==> src/rtl/alu_pkg.sv <==
// Shared ALU definitions: opcode enumeration and arbiter sizing limits.
package alu_pkg;

    localparam int unsigned OP_WIDTH    = 4;
    localparam int unsigned NUM_REQ_MAX = 8;

    typedef enum logic [OP_WIDTH-1:0] {
        ADD  = 4'b0000,
        SUB  = 4'b0001,
        AND  = 4'b0010,
        OR   = 4'b0011,
        XOR  = 4'b0100,
        SLL  = 4'b0101,
        SRL  = 4'b0110,
        SRA  = 4'b0111,
        SLT  = 4'b1000,
        SLTU = 4'b1001
    } control_operation;

endpackage

==> src/rtl/alu.sv <==
// Combinational integer ALU; opcodes without an implementation yield zero.
module alu
    import alu_pkg::*;
#(
    parameter int unsigned DATA_WIDTH = 32
) (
    input  control_operation        op,
    input  logic [DATA_WIDTH-1:0]   a,
    input  logic [DATA_WIDTH-1:0]   b,
    output logic [DATA_WIDTH-1:0]   result_c,
    output logic                    zero_flag_c,
    output logic                    negative_flag_c
);

    // Operation select; shifts and compares are reserved encodings here.
    always_comb begin
        result_c = '0;
        case (op)
            ADD:     result_c = a + b;
            SUB:     result_c = a - b;
            AND:     result_c = a & b;
            OR:      result_c = a | b;
            XOR:     result_c = a ^ b;
            default: result_c = '0;
        endcase
    end

    assign zero_flag_c     = (result_c == '0);
    assign negative_flag_c = result_c[DATA_WIDTH-1];

endmodule

==> src/rtl/rr_arbiter.sv <==
// Round-robin arbiter: one-hot grant searched from the priority pointer upward.
module rr_arbiter #(
    parameter int unsigned N = 2
) (
    input  logic         clk,
    input  logic         rst_n,
    input  logic [N-1:0] Req,
    output logic [N-1:0] Grant
);

    localparam int unsigned PW = (N > 1) ? $clog2(N) : 1;

    logic [PW-1:0] ptr;
    logic [PW:0]   slot_c;
    logic [PW-1:0] gidx_c;
    logic          found_c;

    // Walk Ptr, Ptr+1, ... modulo N and take the first requester; no grant in reset.
    always_comb begin
        Grant   = '0;
        slot_c  = '0;
        gidx_c  = '0;
        found_c = 1'b0;
        for (int k = 0; k < N; k++) begin
            slot_c = {1'b0, ptr} + (PW+1)'(k);
            if (slot_c >= (PW+1)'(N)) begin
                slot_c = slot_c - (PW+1)'(N);
            end
            if (rst_n && !found_c && Req[slot_c[PW-1:0]]) begin
                found_c = 1'b1;
                gidx_c  = slot_c[PW-1:0];
            end
        end
        if (found_c) begin
            Grant[gidx_c] = 1'b1;
        end
    end

    // Priority moves just past the winner; held when nothing is granted.
    always_ff @(posedge clk or negedge rst_n) begin
        if (!rst_n) begin
            ptr <= '0;
        end else if (found_c) begin
            ptr <= (gidx_c == PW'(N-1)) ? '0 : gidx_c + PW'(1);
        end
    end

endmodule

==> src/rtl/alu_arbiter.sv <==
// Shares one ALU among NUM_REQ requesters with per-requester registered response slots.
module alu_arbiter
    import alu_pkg::*;
#(
    parameter int unsigned DATA_WIDTH = 32,
    parameter int unsigned NUM_REQ    = 2
) (
    input  logic                                  clk,
    input  logic                                  rst_n,
    input  logic [NUM_REQ-1:0]                    ReqValid,
    output logic [NUM_REQ-1:0]                    ReqReady,
    input  logic [NUM_REQ-1:0][OP_WIDTH-1:0]      ReqOp,
    input  logic [NUM_REQ-1:0][DATA_WIDTH-1:0]    ReqA,
    input  logic [NUM_REQ-1:0][DATA_WIDTH-1:0]    ReqB,
    output logic [NUM_REQ-1:0]                    RspValid,
    input  logic [NUM_REQ-1:0]                    RspReady,
    output logic [NUM_REQ-1:0][DATA_WIDTH-1:0]    RspResult,
    output logic [NUM_REQ-1:0]                    RspZero,
    output logic [NUM_REQ-1:0]                    RspNeg
);

    logic [NUM_REQ-1:0]    eligible_c;
    logic [NUM_REQ-1:0]    grant_c;
    control_operation      alu_op_c;
    logic [DATA_WIDTH-1:0] alu_a_c;
    logic [DATA_WIDTH-1:0] alu_b_c;
    logic [DATA_WIDTH-1:0] alu_result_c;
    logic                  alu_zero_c;
    logic                  alu_neg_c;

    // A slot being drained this cycle can accept a new result.
    assign eligible_c = ReqValid & (~RspValid | RspReady);

    rr_arbiter #(
        .N (NUM_REQ)
    ) u_arb (
        .clk   (clk),
        .rst_n (rst_n),
        .Req   (eligible_c),
        .Grant (grant_c)
    );

    assign ReqReady = grant_c;

    // Operand mux from the one-hot grant; idle value is ADD 0+0.
    always_comb begin
        alu_op_c = ADD;
        alu_a_c  = '0;
        alu_b_c  = '0;
        for (int i = 0; i < NUM_REQ; i++) begin
            if (grant_c[i]) begin
                alu_op_c = control_operation'(ReqOp[i]);
                alu_a_c  = ReqA[i];
                alu_b_c  = ReqB[i];
            end
        end
    end

    alu #(
        .DATA_WIDTH (DATA_WIDTH)
    ) u_alu (
        .op              (alu_op_c),
        .a               (alu_a_c),
        .b               (alu_b_c),
        .result_c        (alu_result_c),
        .zero_flag_c     (alu_zero_c),
        .negative_flag_c (alu_neg_c)
    );

    // Response slots: a grant loads (overriding a same-cycle drain), otherwise a drain clears valid.
    always_ff @(posedge clk or negedge rst_n) begin
        if (!rst_n) begin
            RspValid  <= '0;
            RspResult <= '0;
            RspZero   <= '0;
            RspNeg    <= '0;
        end else begin
            for (int i = 0; i < NUM_REQ; i++) begin
                if (grant_c[i]) begin
                    RspValid[i]  <= 1'b1;
                    RspResult[i] <= alu_result_c;
                    RspZero[i]   <= alu_zero_c;
                    RspNeg[i]    <= alu_neg_c;
                end else if (RspReady[i]) begin
                    RspValid[i]  <= 1'b0;
                end
            end
        end
    end

endmodule

==> config.mk <==
export PLATFORM = sky130hd
export DESIGN_NAME = alu_arbiter
export DESIGN_NICKNAME = d
export VERILOG_FILES = /design/src/rtl/alu_pkg.sv /design/src/rtl/alu.sv /design/src/rtl/rr_arbiter.sv /design/src/rtl/alu_arbiter.sv
export SDC_FILE = /design/constraint.sdc
export NUM_CORES = 1
export LEC_CHECK = 0
export ABC_AREA = 1
export CORE_UTILIZATION = 35
export CTS_BUF_LIST = sky130_fd_sc_hd__clkbuf_4
export DETAILED_ROUTE_END_ITERATION = 16
export HOLD_SLACK_MARGIN = 0.02
export PLACE_DENSITY = 0.67
export SETUP_SLACK_MARGIN = 0.15
export SLEW_MARGIN = 0
export SYNTH_ARGS = -nofsm -noshare
export SYNTH_HDL_FRONTEND = slang
export SYNTH_HIERARCHICAL = 1
export SYNTH_SLANG_ARGS = --single-unit
==> constraint.sdc <==
create_clock -name clk -period 5.5 [get_ports clk]
set_input_delay 1.1 -clock clk [delete_from_list [all_inputs] [get_ports clk]]
set_output_delay 1.1 -clock clk [all_outputs]
set_load 0.01 [all_outputs]
==> impl_metrics.toml <==
[final_layout]
finalNetCount = 2173
final_core_util = 0.557
design_area_um2 = 14100
drive_gt1_frac = 0.239
area_growth_pct = 55.1
stdcell_count = 2268

[die]
rows = 58
dieArea_um2 = 26500
die_x_um = 163
io_pins = 214
core_um2 = 25300
die_height_um = 163
initial_core_util = 0.359

[cts]
tritoncts = "done"
ctsHtreeMaxLevel = 3
clk_transition_reported_paths_ns = 0.10
clockRootBuffer = "clkbuf_4"
clk_latency_ns = 0.40
clock_sinks = 71
cts_buffer_depth = 2
numCtsBuffers = 9

[synthesis]
syn_avg_cell_area_um2 = 5.88
ys_ff_latch = 71
synth_edf_count = 0
syn_nets = 1779
synth-async-reset-ratio = 1.00
ys_types = 40
synth_most_common_cell = "nand2_1"
ys.flop_type = "dfrtp_1"
yosys-top-cells-count = "nand2_1, inv_1, nand3_1"
synth_area_leader_cell = "nand2_1"
seq_area_frac_synth = 0.196
yosys_warnings = 6
synth.area.top_cells = "nand2_1, dfrtp_1, ha_1, inv_1, nand3_1"
syn_inst = 1540
synth.top_cell.area_share = 0.272
netlist_area_um2 = 9060

[worst_setup_path]
arrival_ns = 5.55
cpPeakStageDelay_ns = 0.47
cp_common_cell = "nand2_1"
worst-path-max-fanout = 15
cp.buffers_inverters = 8
crit_slowest_cell = "clkdlybuf4s50_1"
cp_top_family = "simple AND/OR/NAND/NOR gates"
cp-start-kind = "primary input"
cp.required_ns = 5.85
end_kind = "register"
critPathKind = "primary input to register"

[timing]
worst_pin_slew_ns = 0.706
fin_crit_sh = 0.947
finalCriticalPeriod_ns = 5.21
relSlewSlack = 0.529
max_freq_ghz = 0.192
final.setup.worst_slack_ns = 0.292
slew_violations = 0
fin_skew_ns = 0.0177
finalHoldViolations = 0
setup_tns_ns = 0
setup_violations = 0

[power]
ir_drop_v = 0.000233
power.density_nw_per_um2 = 286
p_leak_nw = 7.60

[drt]
route.detailed.wl_per_inst_um = 15.4
drc = 0
ant_nets = 0
vias_per_cell = 4.87
first_iter_violations = 713
wirelength_um = 34900
vias = 11039
first_pass_iters = 5

[grt]
grt_max_degree = 58
grt_usage = 0.251
grt_antenna_before_repair = 1
grt_first_pass_wirelength_um = 52500
gr-total-overflow = 0
grt_pass1_vias = 10089

[placed_design]
dp_hpwl_um = 28000
routabilityCongestion = 0.976
dp_slack_ns = -0.630
dp.cells = 2215
placed_area_um2 = 12700
port_buffers = 213

[flow_run]
max_cap_violations = 0

[run_status]
status = "finished, final reports clean"

[worst_hold_path]
min_path_type = "register to register"
==> registers in the layout, indices dropped and copies added (netlist names) <==
signal,cells
u_arb/ptr,1
RspZero,2
RspNeg,2
RspResult,64
RspValid,2
==> worst min-delay path, stage by stage, from the launching register on <==
cell and delay (ns):
dfrtp_1 0.36, nand2_1 0.05, nand2_1 0.04
==> placed cells by master (no fill, tap or decap), types with 13 or more instances in the layout <==
| master | n |
|---|---|
| clkdlybuf4s50_1 | 210 |
| nand3_1 | 97 |
| nor2_2 | 22 |
| ha_1 | 78 |
| buf_4 | 210 |
| ha_4 | 13 |
| inv_2 | 19 |
| xor2_1 | 25 |
| dfrtp_1 | 71 |
| nor2_4 | 21 |
| nand3_2 | 25 |
| o21ai_0 | 14 |
| a221oi_1 | 22 |
| nand4_1 | 15 |
| a21oi_1 | 13 |
| nand2_2 | 62 |
| nand2_1 | 605 |
| inv_1 | 211 |
| a21oi_2 | 14 |
| nand2_4 | 16 |
| nor2_1 | 78 |
==> logic make-up after synthesis <==
group / after synthesis / synth area share
simple gates: 971 / 0.455
compound gates: 81 / 0.0577
xor+xnor: 31 / 0.0300
fa+ha+maj: 97 / 0.135
flops: 71 / 0.196
buf+inv: 289 / 0.126
==> layer usage <==
layer  share of wire  global-route usage  vias up
li1                -                   -     5525
met1            0.46               0.363     5136
met2            0.46               0.411      345
met3           0.060              0.0130       33
met4           0.016              0.0510        0
met5               0                   0        -
==> what timing repair did <==
| action | CTS | global route |
|---|---|---|
| pin swaps | 25 | 79 |
| setup endpoints to repair | 8 | 44 |
| setup buffers | 14 | 21 |
| resized for setup | 38 | 182 |
| gates cloned | 0 | 3 |
| hold endpoints to repair | 0 | 0 |
| hold buffers | 0 | 0 |
==> stage by stage <==
stage,power [mW],hold slack [ns]
6_report,4.01,0.481
5_1_grt,4.31,0.496
4_1_cts,3.72,0.483
3_5_place_dp,3.39,0.458
3_3_place_gp,3.35,0.454
2_1_floorplan,2.08,0.497
==> cell type report <==
type,count,area (µm²)
sequential,71,1780
timing repair buffer,435,3910
fill,2504,11200
clock buffer,11,82.6
inverter,237,912
tap,330,413
clock inverter,3,12.5
antenna,1,2.50
multi-input combinational,1180,6940
==> where the power goes <==
part / leakage [nW] / switching (mW) / internal [mW]
Sequential: 0.928 / 0.115 / 0.710
Combinational: 6.62 / 1.55 / 1.38
Clock: 0.0577 / 0.167 / 0.0950
==> final timing paths <==
path | start | slack [ns] | to | cells past startpoint
min in group asynchronous | rst_n | 0.72 | RspResult[55] | 2
worst max register to register | RspValid[0] | 0.98 | RspZero[0] | 33
worst max-delay path | ReqValid[0] | 0.29 | RspZero[0] | 33
max in group asynchronous | rst_n | 4.09 | RspResult[54] | 2
worst min-delay path | RspResult[21] | 0.48 | RspResult[21] | 2
worst min register to register | RspResult[21] | 0.48 | RspResult[21] | 2
No activity file was read; power rests on OpenSTA's default activity.
